$ cat config.mk
export PLATFORM = sky130hd
export DESIGN_NAME = mem_stream_loader
export DESIGN_NICKNAME = d
export VERILOG_FILES = /design/src/rtl/mem_stream_loader.sv
export SDC_FILE = /design/constraint.sdc
export NUM_CORES = 1
export LEC_CHECK = 0
export BUFFER_PORTS_ARGS = -buffer_cell sky130_fd_sc_hd__buf_2
export CAP_MARGIN = 20
export CORE_MARGIN = 8
export CORE_UTILIZATION = 50
export DETAILED_ROUTE_END_ITERATION = 10
export PLACE_DENSITY = 0.66
export SYNTH_ARGS = -nofsm -noshare
export SYNTH_HDL_FRONTEND = slang
export SYNTH_SLANG_ARGS = --single-unit
export TNS_END_PERCENT = 10
$ cat constraint.sdc
create_clock -name clk -period 4.4 [get_ports clk]
set_clock_uncertainty 0.1 [all_clocks]
set_input_delay 0.22 -clock clk [delete_from_list [all_inputs] [get_ports clk]]
set_output_delay 0.22 -clock clk [all_outputs]
set_load 0.05 [all_outputs]
$ cat src/rtl/mem_stream_loader.sv
// mem_stream_loader: packs a byte stream MSB-first into words, fills RAM 0..DEPTH-1, registered read port
module mem_stream_loader #(
  parameter int WIDTH  = 16,
  parameter int DEPTH  = 16,
  parameter int ADDR_W = 4
) (
  input  logic              clk,
  input  logic              rst_n,
  input  logic              start,
  input  logic              abort,
  input  logic [7:0]        in_data,
  input  logic              in_valid,
  output logic              in_ready,
  input  logic [ADDR_W-1:0] rd_addr,
  output logic [WIDTH-1:0]  rd_data,
  output logic              busy,
  output logic              done,
  output logic [ADDR_W:0]   wr_count
);
  localparam int BYTES = WIDTH / 8;
  localparam int BC_W  = BYTES > 1 ? $clog2(BYTES) : 1;
  typedef enum logic [1:0] {IDLE, LOAD, DONE} state_t;
  state_t            r_state, w_next;
  logic [WIDTH-1:0]  r_mem [DEPTH];
  logic [ADDR_W-1:0] r_addr;
  logic [BC_W-1:0]   r_bc;
  logic [WIDTH-1:0]  r_asm;
  logic [ADDR_W:0]   r_cnt;
  logic [WIDTH-1:0]  r_rd;
  logic              w_accept, w_last_byte, w_last_word, w_wr;
  logic [WIDTH-1:0]  w_word;
  assign w_accept    = (r_state == LOAD) && !abort && in_valid;
  assign w_last_byte = r_bc == BC_W'(BYTES - 1);
  assign w_last_word = r_addr == ADDR_W'(DEPTH - 1);
  assign w_wr        = w_accept && w_last_byte;
  assign w_word      = (r_asm << 8) | WIDTH'(in_data);
  assign in_ready    = (r_state == LOAD) && !abort;
  assign busy        = r_state == LOAD;
  assign done        = r_state == DONE;
  assign rd_data     = r_rd;
  assign wr_count    = r_cnt;
  always_comb begin
    w_next = r_state;
    case (r_state)
      IDLE:    w_next = start ? LOAD : IDLE;
      LOAD:    w_next = abort ? IDLE : (w_wr && w_last_word) ? DONE : LOAD;
      default: w_next = IDLE;
    endcase
  end
  always_ff @(posedge clk) begin
    if (!rst_n) begin
      r_state <= IDLE;
      r_addr  <= '0;
      r_bc    <= '0;
      r_asm   <= '0;
      r_cnt   <= '0;
      r_rd    <= '0;
    end else begin
      r_state <= w_next;
      r_rd    <= r_mem[rd_addr];
      if (r_state == IDLE && start) begin
        r_addr <= '0;
        r_bc   <= '0;
        r_cnt  <= '0;
      end
      if (w_accept) begin
        r_asm <= w_word;
        r_bc  <= w_last_byte ? '0 : r_bc + BC_W'(1);
        if (w_last_byte) begin
          r_addr <= w_last_word ? '0 : r_addr + ADDR_W'(1);
          r_cnt  <= r_cnt + (ADDR_W + 1)'(1);
        end
      end
    end
  end
  // RAM contents survive reset; the write is merely blocked on a reset edge
  always_ff @(posedge clk) begin
    if (rst_n && w_wr) r_mem[r_addr] <= w_word;
  end
endmodule

* Word-level counts from Yosys, hierarchy flattened *
Memories as Yosys holds them, arrays and structs flattened. A register that Yosys moved wholly into a read port is not among the register bits.
Cells that the tools add are included.

operators by class
  shift operators = 0
  equality and inequality tests = 3
  order comparisons = 0
  muxes and demuxes = 16
  add/sub/neg operators = 3
  $mul = 0
  bitwise gates (word level) = 1
  reductions and logical operators = 10
  div/mod/pow operators = 0

operator list
  cell                                                 number
  two-way mux 4 bit                                    4
  OR 16 x 8 -> 16 bit                                  1
  two-way mux 5 bit                                    3
  logical AND 1 bit                                    6
  two-way mux 1 bit                                    6
  adder 5 x 1 -> 5 bit, second input constant          1
  adder 4 x 1 -> 4 bit, second input constant          1
  equality test 4 bit, second input constant           1
  two-way mux 2 bit                                    2
  one-hot mux 2 bit (2 select lines)                   1
  equality test 2 x 1 -> 1 bit, second input constant  1
  equality test 2 bit, second input constant           1
  zero test 1 bit                                      2
  zero test 2 bit                                      1
  nonzero test 2 bit                                   1
  adder 1 bit, second input constant                   1

word-level totals
  memories kept = 1
  bits in latches = 0
  bits in writable memories = 256
  register bits = 20
  bits in read-only memories = 0
  input bits = 17
  logic and storage cells = 39

memories
  memory  words  width  read ports  clocked after memory_dff  wr ports  line  source
  r_mem   16     16     1           1                         1         24    logic [WIDTH-1:0] r_mem [DEPTH];

* Depth between registers and ports, before layout *
Gate-level depths: netlist of the first run.

  word-level depth = 8
  mapped depth = 7
  depth with buffers taken out = 5

* Least setup slack after synthesis of the first run *
OpenSTA, ideal clock, no wires.

  kind = register to register
  start = reg r_state[0]
  end = mem r_mem[15][0], enable pin
  data required time = 3.912 ns
  library setup time = 0.388 ns
  path buffers = 1
  arrival = 2.223 ns
  cell stages (with the launch flop) = 6
  setup slack = 1.688 ns
  path through = dfxtp_1 nor3b_4 and3_4 buf_6 nand3_2 nor2_1

on the way
  word-level cells in the longest chain between the ends = 7

ends and longest elaborated chain
  element                                  line  source
  from (decl)                              23    state_t r_state, w_next;
  from (signal assigned)                   59    r_state <= w_next;
  equality test 2 x 1 -> 1 bit             --
  logical AND 1 bit                        --
  via in_ready                             13    output logic in_ready,
  logical AND 1 bit                        32    assign w_accept = (r_state == LOAD) && !abort && in_valid;
  logical AND 1 bit                        35    assign w_wr = w_accept && w_last_byte;
  logical AND 1 bit                        78    if (rst_n && w_wr) r_mem[r_addr] <= w_word;
  two-way mux 1 bit                        78
  two-way mux 1 bit (not written as such)  78
  to (decl)                                24

The timed path passes the listed nets, and every way through them passes these cells.

* Worst setup path in the final report of the first run *
  start = reg r_state[0]
  end = mem r_mem[0][12], enable pin

on the way
  word-level cells in the longest chain between the ends = 7

ends and longest elaborated chain
  element                                  line
  equality test 2 x 1 -> 1 bit             32
  logical AND 1 bit (2 in series)          32
  logical AND 1 bit                        35
  logical AND 1 bit                        78
  two-way mux 1 bit                        78
  two-way mux 1 bit (not written as such)  78

No other way between the ends.

==> flow_summary_export.csv, run 1 <==
group,metric,value,unit
drt,drt_wl_total,25300,µm
timing,min_period,2.53,ns
timing,rsz0062_at_grt,"no",
cells_and_area,final_cell_area,0.0126,mm²
clocking,cts_hold_buf,3,
setup_path,r2r_start,"r_state[0]$_SDFF_PN0_",
clocking,clkLatencyLatePin,0.53,ns
placed_design,place.detailed.hpwl,16000,µm
clocking,cts-buffers-inserted,29,
yosys,ys_ff_latch,292,
yosys,synth_top_area_share,68.2,%
floorplan,fp.dieW,166,µm
global_route,grtUsageTotal,18.0,%
setup_path,path_max_fanout,16,
timing,setup_viol,0,
setup_path,end_kind,"flip-flop",
setup_path,startpoint_type,"flip-flop",
clocking,clock_path_buffers,3,
setup_path,path_cells,"nor3b_4, and3_4, nand3_2, nor3_4",
clocking,clk_pin_slew_worst_paths,0.06,ns
cells_and_area,nNetsFinal,714,
cells_and_area,n_antenna_cell,0,
clocking,postCtsResizedCells,0,
timing,period_share,57.6,%
cells_and_area,final_common_cell,"edfxtp_1",
global_route,overflow,0,
yosys,yosys-top-cells-area,"edfxtp_1 (68%), mux2i_1 (8.9%), dfxtp_1 (6.4%)",
floorplan,dieArea,0.0276,mm²
floorplan,start_util,50.4,%
setup_path,worst-endpoint-arrival,2.58,ns
yosys,ys.flop_type,"edfxtp_1",
yosys,synth_cell_type_count,40,
cells_and_area,layout_common_cells,"edfxtp_1 (256), mux2i_1 (100), a22oi_1 (55), nand2_1 (47), buf_2 (39)",
drt,drc,0,
clocking,root_buffer,"clkbuf_16",
hold_path,worstHoldStart,"in_data[7]",
setup_path,max_stage_delay,0.86,ns
drt,drtIter0Drc,593,
yosys,synth_area_per_cell,17.3,µm²
clocking,htree_levels,1,
setup_path,cp_data_required_time,4.44,ns
placed_design,place_congestion,0.811,
timing,setup_tns,0,ns
yosys,seq_area_frac_synth,74.6,%
clocking,cts_tree,"yes",
timing,fmax,394,MHz
cells_and_area,syn_to_final_growth,11.9,%
yosys,syn_nets,673,
yosys,synth_top_cell_by_area,"edfxtp_1",
placed_design,postPlaceCellArea,0.0117,mm²
global_route,grt_first_pass_wirelength,37500,µm
flow_run,cap_violations,0,
clocking,cts_sinks,292,
global_route,antenna_found_initial,0,
yosys,synth_warnings,0,
run_status,status,"completed",
cells_and_area,fillers,1668,
setup_path,worst_path_max_delay_cell,"nor3_4",
drt,vias_per_cell,6.03,
hold_path,worst_hold_path_type,"in -> reg",
setup_path,crit_type,"reg -> reg",
floorplan,std_cell_rows,55,
yosys,synth_cells,651,
yosys,syn_area,0.0113,mm²
timing,slew_headroom,26.1,%
cells_and_area,seq_area,0.00841,mm²
timing,tightestPinTransition,1.10,ns
timing,finalHoldViolations,0,
placed_design,port_buffers,40,
power,leakage,4.52,nW
yosys,async_flop_share,0,%
floorplan,die_y,166,µm
floorplan,boundaryPins,41,
timing,finalMaxSlewViolations,0,
power,vdd_ir_drop_max,0.000248,V
cells_and_area,final_layout_size_suffix_gt1_share,17.1,%
drt,routedWlPerCell,25.3,µm
global_route,first_global_vias,5978,
yosys,synth-edff-count,256,
power,p_per_area,447,mW/mm²
drt,drtPass1Iterations,5,
drt,antenna_left,0,
clocking,postCtsSetupBuffers,0,
floorplan,core-area,0.0224,mm²
setup_path,critPathLaunch,"r_state[0]$_SDFF_PN0_",
cells_and_area,multiInputGateArea,0.00268,mm²
global_route,grt_max_degree,69,
timing,worst_hold_slack,0.0176,ns
drt,num_vias,6020,
-- metrics by stage --
stage | utilization, % | std cells | setup slack (ns) | total power, W
3_3_place_gp | 52.2 | 943 | 1.94 | 0.00335
4_1_cts | 56.4 | 999 | 1.85 | 0.00566
3_5_place_dp | 52.2 | 943 | 1.83 | 0.00336
5_1_grt | 56.4 | 999 | 1.68 | 0.00577
6_report | 56.4 | 999 | 1.87 | 0.00564
2_1_floorplan | - | 651 | 1.69 | 0.00327
-- power breakdown --
part / switching [W] / total (W) / internal [W]
clock: 0.000960 / 0.00234 / 0.00138
sequential: 0.0000192 / 0.00303 / 0.00301
combinational: 0.000186 / 0.000270 / 0.0000835
total: 0.00117 / 0.00564 / 0.00447
-- critical path: cells and delay by family (launching register included) --
kind,cells,cell delay (ns)
simple gates,4,1.64
flops,1,0.41
-- cell usage after synthesis (all sizes together) (2+ instances only) --
cell type  number
a21boi          2
and3            2
nor3            4
a22oi          55
clkbuf         11
a21oi          12
edfxtp        256
and3b           2
nor2b           6
mux4           16
buf            24
ha              5
nand2          47
o211ai          3
mux2i         100
and2            4
nand3          10
inv             3
nand2b          4
o22ai          12
nor2           17
a31oi           2
dfxtp          36
o21ai           9
-- flip-flops by register name (all words and copies together), names as in the netlist --
register / flops
wr_count: 5
r_bc: 1
r_mem: 256
rd_data: 16
r_state: 2
r_addr: 4
r_asm: 8
-- final cells by class --
type / count / share of cell area [%]
clock buffers: 42 / 6.38
clock inverters: 11 / 0.793
inverters: 4 / 0.119
multi-input cells: 320 / 21.3
flip-flops and latches: 292 / 66.6
well taps: 285 / 2.83
repair buffers: 45 / 1.99
-- cell families after synthesis --
| group | count (synthesis) | share of synthesized area, % |
|---|---|---|
| compound gates | 98 | 5.94 |
| mux | 116 | 12.1 |
| fa+ha+maj | 5 | 0.555 |
| simple gates | 101 | 4.66 |
| buf+inv | 39 | 2.20 |
| flops | 292 | 74.6 |
-- metal layers --
layer  track usage (%)  vias to the layer above  part of all wire, %
met3              3.59                       47                  8.1
li1                  -                     2642                    -
met1              24.0                     3062                   41
met5                 0                        -                    0
met2              28.8                      269                   47
met4              6.72                        0                  3.3
-- worst paths after layout --
check,slack (ns),to,cells after the start
min reg2reg,0.41,wr_count[4]$_SDFF_PN0_,2
max,1.87,r_mem[0][12]$_DFFE_PP_,4
min,0.02,r_asm[7]$_SDFFE_PN0N_,3
max reg2reg,1.87,r_mem[0][12]$_DFFE_PP_,4
(Power assumes the default switching activity.)
==> inputs of run 2 (changes only) <==
--- a/config.mk
+++ b/config.mk
@@ -10,7 +10,7 @@
 export CORE_MARGIN = 8
 export CORE_UTILIZATION = 50
 export DETAILED_ROUTE_END_ITERATION = 10
-export PLACE_DENSITY = 0.66
+export PLACE_DENSITY = 0.68
 export SYNTH_ARGS = -nofsm -noshare
 export SYNTH_HDL_FRONTEND = slang
 export SYNTH_SLANG_ARGS = --single-unit
==> constraint.sdc (replaced) <==
create_clock -name clk -period 2.1 [get_ports clk]
set_clock_uncertainty 0.1 [all_clocks]
set_input_delay 0.105 -clock clk [delete_from_list [all_inputs] [get_ports clk]]
set_output_delay 0.105 -clock clk [all_outputs]
set_load 0.05 [all_outputs]
==> flow_summary_export.csv, run 2 (synthesis gave the netlist of run 1 again) <==
group,metric,value,unit
run_status,status,"completed",
placed_design,placed_cells,976,
power,p_sw,0.00244,W
floorplan,std_cell_rows,55,
setup_path,path_cells,"nor3b_4, and3_4, nand3_4, nor3_4, buf_12",
power,leakage,4.79,nW
global_route,use_met2,30.0,%
clocking,clk_pin_slew_worst_paths,0.06,ns
floorplan,core-area,0.0224,mm²
timing,fmax,508,MHz
cells_and_area,fillers,1611,
timing,setup_tns,0,ns
timing,min_period,1.97,ns
placed_design,port_buffers,40,
clocking,htree_levels,1,
drt,routedWlPerCell,25.1,µm
drt,num_vias,6169,
global_route,overflow,0,
hold_path,worst_hold_path_type,"in -> reg",
drt,antenna_left,0,
placed_design,postPlaceCellArea,0.0122,mm²
timing,rsz0062_at_grt,"no",
clocking,clock_path_buffers,3,
timing,period_share,93.8,%
cells_and_area,final_cell_area,0.0132,mm²
cells_and_area,fin_cells,1042,
timing,setup_viol,0,
placed_design,place_congestion,0.830,
clocking,clkLatencyLatePin,0.52,ns
floorplan,fp.dieW,166,µm
hold_path,worstHoldStart,"rd_addr[3]",
setup_path,crit_type,"reg -> reg",
cells_and_area,nNetsFinal,757,
setup_path,worst_path_max_delay_cell,"dfxtp_2",
power,p_per_area,890,mW/mm²
global_route,antenna_found_initial,0,
timing,tightestPinTransition,1.01,ns
cells_and_area,final_layout_size_suffix_gt1_share,21.1,%
drt,drtPass1Iterations,5,
floorplan,boundaryPins,41,
clocking,root_buffer,"clkbuf_16",
power,p_sw_share,20.7,%
flow_run,cap_violations,0,
setup_path,critPathLaunch,"r_state[0]$_SDFF_PN0_",
setup_path,startpoint_type,"flip-flop",
global_route,busiest_layer,"met2",
timing,slew_headroom,32.4,%
setup_path,worst-endpoint-arrival,2.10,ns
drt,drc,0,
clocking,cts_sinks,292,
cells_and_area,final_common_cell,"edfxtp_1",
power,p_seq_share,54.0,%
cells_and_area,n_antenna_cell,0,
floorplan,die_y,166,µm
setup_path,cp_data_required_time,2.23,ns
global_route,grt_max_degree,27,
timing,finalHoldViolations,0,
cells_and_area,largest_reg_flops,256,
drt,vias_per_cell,5.92,
clocking,postCtsResizedCells,0,
global_route,first_global_vias,6173,
setup_path,end_kind,"flip-flop",
placed_design,place.detailed.hpwl,16900,µm
cells_and_area,syn_to_final_growth,17.2,%
clocking,cts-buffers-inserted,29,
power,clockPowerShare,40.7,%
power,vdd_ir_drop_max,0.000728,V
cells_and_area,layout_common_cells,"edfxtp_1 (256), mux2i_1 (100), a22oi_1 (55), nand2_1 (47), buf_2 (39)",
power,pwr-share-comb,5.3,%
floorplan,dieArea,0.0276,mm²
setup_path,max_stage_delay,0.37,ns
power,internal-power,0.00932,W
cells_and_area,final_core_util,59.1,%
global_route,grt_first_pass_wirelength,38600,µm
setup_path,r2r_start,"r_state[0]$_SDFF_PN0_",
drt,drt_wl_total,26200,µm
setup_path,critical_path.top_delay_family,"simple AND/OR/NAND/NOR gates",
global_route,use_met1,25.0,%
clocking,cts_tree,"yes",
setup_path,path_max_fanout,16,
global_route,use_met3,3.21,%
setup_path,cp_num_buf_inv,1,
drt,drtIter0Drc,726,
floorplan,start_util,50.4,%
cells_and_area,top_register,"r_mem",
global_route,grtUsageTotal,18.6,%
timing,finalMaxSlewViolations,0,
## run 2: layer usage
layer	vias to the layer above	share of wire (%)
li1	2728	-
met1	3115	42
met2	279	47
met4	0	3.2
met3	47	8.0
met5	-	0
## run 2: worst paths after layout
path                                               end  slack (ns)  cells past startpoint
worst min register to register   r_asm[4]$_SDFFE_PN0N_        0.40                      2
worst max register to register   r_mem[3][0]$_DFFE_PP_        0.13                      5
worst max-delay path             r_mem[3][0]$_DFFE_PP_        0.13                      5
worst min-delay path            rd_data[12]$_SDFF_PN0_        0.04                      4
## run 2: metrics by stage
stage | hold slack, ns | power (W) | setup slack [ns]
after floorplan | 0.104 | 0.00684 | -0.385
after global placement | 0.345 | 0.00706 | 0.182
after detailed placement | 0.376 | 0.00708 | 0.122
after CTS | 0.0289 | 0.0118 | 0.124
after global routing | 0.0619 | 0.0121 | 0.00206
final | 0.0426 | 0.0118 | 0.130
## run 2: layout make-up
| cell class | count | area, µm² | share of cell area [%] |
|---|---|---|---|
| clock inverters | 10 | 75.1 | 0.568 |
| inverters | 4 | 15.0 | 0.114 |
| clock buffers | 43 | 818 | 6.19 |
| multi-input cells | 320 | 2700 | 20.5 |
| repair buffers | 88 | 835 | 6.32 |
| flip-flops and latches | 292 | 8410 | 63.6 |
| well taps | 285 | 357 | 2.70 |
## run 2: power by group through the flow
stage	registers (W)	clock network, W	logic [W]
after floorplan	0.00654	0	0.000302
after global placement	0.00647	0	0.000597
after detailed placement	0.00647	0	0.000608
after CTS	0.00635	0.00485	0.000628
after global routing	0.00634	0.00509	0.000658
final	0.00635	0.00479	0.000625
## run 2: worst min-delay path: stages
cell,delay (ns)
buf_2,0.13
nand2_1,0.08
buf_4,0.20
o22ai_1,0.11
## run 2: timing repair
| action | in CTS | in global routing |
|---|---|---|
| hold buffers | 12 | 0 |
| buffers inserted | 0 | 1 |
| hold endpoints to repair | 146 | 0 |
| endpoints found under the setup margin | 0 | 16 |
==> inputs of run 3 (changes only) <==
--- a/config.mk
+++ b/config.mk
@@ -5,8 +5,10 @@
 export SDC_FILE = /design/constraint.sdc
 export NUM_CORES = 1
 export LEC_CHECK = 0
+export ABC_CLOCK_PERIOD_IN_PS = 2100
 export BUFFER_PORTS_ARGS = -buffer_cell sky130_fd_sc_hd__buf_2
 export CAP_MARGIN = 20
+export CORE_ASPECT_RATIO = 1.25
 export CORE_MARGIN = 8
 export CORE_UTILIZATION = 50
 export DETAILED_ROUTE_END_ITERATION = 10
==> flow_summary_export.csv, run 3 (synthesis gave the netlist of run 1 again) <==
group,metric,value,unit
run_status,status,"completed",
cells_and_area,nNetsFinal,764,
power,p_sw_share,21.1,%
clocking,cts_tree,"yes",
global_route,grt_first_pass_wirelength,38900,µm
floorplan,boundaryPins,41,
timing,rsz0062_at_grt,"no",
clocking,htree_levels,1,
floorplan,fp.dieW,150,µm
clocking,clkLatencyLatePin,0.52,ns
global_route,grt_max_degree,30,
timing,period_share,93.5,%
setup_path,worst-endpoint-arrival,2.08,ns
setup_path,max_stage_delay,0.38,ns
setup_path,cp_num_buf_inv,1,
power,p_per_area,879,mW/mm²
power,vdd_ir_drop_max,0.000726,V
setup_path,crit_path_end,"r_mem[4][9]$_DFFE_PP_",
cells_and_area,seq_area,0.00841,mm²
setup_path,r2r_start,"r_state[0]$_SDFF_PN0_",
global_route,first_global_vias,6344,
timing,tightestPinTransition,0.804,ns
global_route,use_met2,32.8,%
drt,num_vias,6110,
floorplan,core-area,0.0222,mm²
global_route,overflow,0,
setup_path,path_depth,5,
setup_path,critPathLaunch,"r_state[0]$_SDFF_PN0_",
setup_path,end_kind,"flip-flop",
setup_path,path_cells,"nor3b_4, and3_4, nand3_2, nor2_2, buf_4",
power,pwr-share-comb,5.2,%
clocking,cts-buffers-inserted,27,
cells_and_area,fillers,1641,
setup_path,timing.rr.end,"r_mem[4][9]$_DFFE_PP_",
clocking,cts_sinks,292,
drt,antenna_left,0,
setup_path,crit_type,"reg -> reg",
placed_design,port_buffers,40,
cells_and_area,final_common_cell,"edfxtp_1",
setup_path,ff2ff_path_depth,5,
floorplan,start_util,50.8,%
cells_and_area,multiInputGateArea,0.00270,mm²
setup_path,critical_path.top_delay_family,"simple AND/OR/NAND/NOR gates",
drt,routedWlPerCell,24.6,µm
cells_and_area,final_core_util,59.3,%
cells_and_area,syn_to_final_growth,16.8,%
hold_path,worstHoldStart,"in_valid",
setup_path,reg2reg_slack,0.14,ns
global_route,grtUsageTotal,18.8,%
setup_path,cp_data_required_time,2.22,ns
global_route,antenna_found_initial,0,
power,leakage,4.79,nW
clocking,clock_path_buffers,3,
clocking,clk_pin_slew_worst_paths,0.06,ns
setup_path,startpoint_type,"flip-flop",
timing,slew_headroom,46.3,%
global_route,use_met1,24.1,%
power,p_seq_share,54.7,%
global_route,use_met3,2.24,%
cells_and_area,final_layout_size_suffix_gt1_share,21.8,%
hold_path,worst_hold_path_type,"in -> reg",
power,clockPowerShare,40.0,%
drt,drtIter0Drc,558,
cells_and_area,top_register,"r_mem",
power,p_sw,0.00245,W
drt,drc,0,
floorplan,dieArea,0.0276,mm²
timing,finalMaxSlewViolations,0,
cells_and_area,largest_reg_flops,256,
placed_design,place_congestion,0.856,
drt,vias_per_cell,5.85,
cells_and_area,final_cell_area,0.0132,mm²
floorplan,die_y,184,µm
placed_design,postPlaceCellArea,0.0122,mm²
timing,fmax,510,MHz
flow_run,cap_violations,0,
drt,drt_wl_total,25700,µm
drt,drtPass1Iterations,5,
global_route,busiest_layer,"met2",
power,report.power.total,0.0116,W
setup_path,path_max_fanout,12,
clocking,root_buffer,"clkbuf_16",
timing,min_period,1.96,ns
timing,setup_viol,0,
placed_design,place.detailed.hpwl,16700,µm
cells_and_area,layout_common_cells,"edfxtp_1 (256), mux2i_1 (100), a22oi_1 (55), nand2_1 (47), buf_2 (39)",
timing,finalHoldViolations,0,
power,internal-power,0.00913,W
setup_path,worst_path_max_delay_cell,"dfxtp_2",
floorplan,std_cell_rows,61,
==> run 3: per-stage QoR <==
stage	setup TNS (ns)	std cells	hold slack, ns	worst slack (ns)
floorplan	-82.28	651	0.104	-0.385
global placement	0	981	0.334	0.183
detailed placement	0	981	0.357	0.113
CTS	0	1041	0.0146	0.0960
global route	0	1044	0.0624	0.0117
finish	0	1045	0.0353	0.137
==> run 3: how the worst min path moves through the flow <==
stage	endpoint	cells after the start	slack, ns
2_1_floorplan	r_mem[0][0]$_DFFE_PP_	0	0.10
3_3_place_gp	r_state[0]$_SDFF_PN0_	3	0.33
3_5_place_dp	r_state[0]$_SDFF_PN0_	3	0.36
4_1_cts	wr_count[3]$_SDFF_PN0_	4	0.01
5_1_grt	wr_count[3]$_SDFF_PN0_	4	0.06
6_report	wr_count[3]$_SDFF_PN0_	4	0.04
==> run 3: cell type report <==
type / instances / area share, %
Sequential cell: 292 / 63.8
Inverter: 4 / 0.114
Tap cell: 283 / 2.69
Clock buffer: 34 / 5.33
Multi-Input combinational cell: 320 / 20.5
Timing Repair Buffer: 97 / 6.53
Clock inverter: 14 / 0.950
Antenna cell: 1 / 0.0190
==> run 3: power groups by stage <==
| stage | logic (W) | clock network, W | registers [W] |
|---|---|---|---|
| finish | 0.000606 | 0.00463 | 0.00634 |
| global route | 0.000645 | 0.00490 | 0.00634 |
| CTS | 0.000608 | 0.00468 | 0.00634 |
| detailed placement | 0.000588 | 0 | 0.00646 |
| global placement | 0.000579 | 0 | 0.00646 |
| floorplan | 0.000302 | 0 | 0.00654 |
==> run 3: routing by layer <==
layer / vias to the layer above / wire, µm / part of all wire (%)
met5: - / 0 / 0
met2: 201 / 13200 / 51
met4: 0 / 536 / 2.1
li1: 2742 / - / -
met3: 32 / 1270 / 4.9
met1: 3135 / 10700 / 41
==> run 3: worst register-to-register path: stages, from the launching register on <==
cell and delay [ns]:
dfxtp_2 0.38, nor3b_4 0.24, and3_4 0.31, nand3_2 0.18, nor2_2 0.20, buf_4 0.25
==> run 3: what timing repair did <==
| item | CTS | global route |
|---|---|---|
| hold endpoints to repair | 147 | 0 |
| buffers inserted | 0 | 2 |
| resized for setup | 0 | 0 |
| setup endpoints to repair | 0 | 24 |
| hold buffers | 12 | 0 |
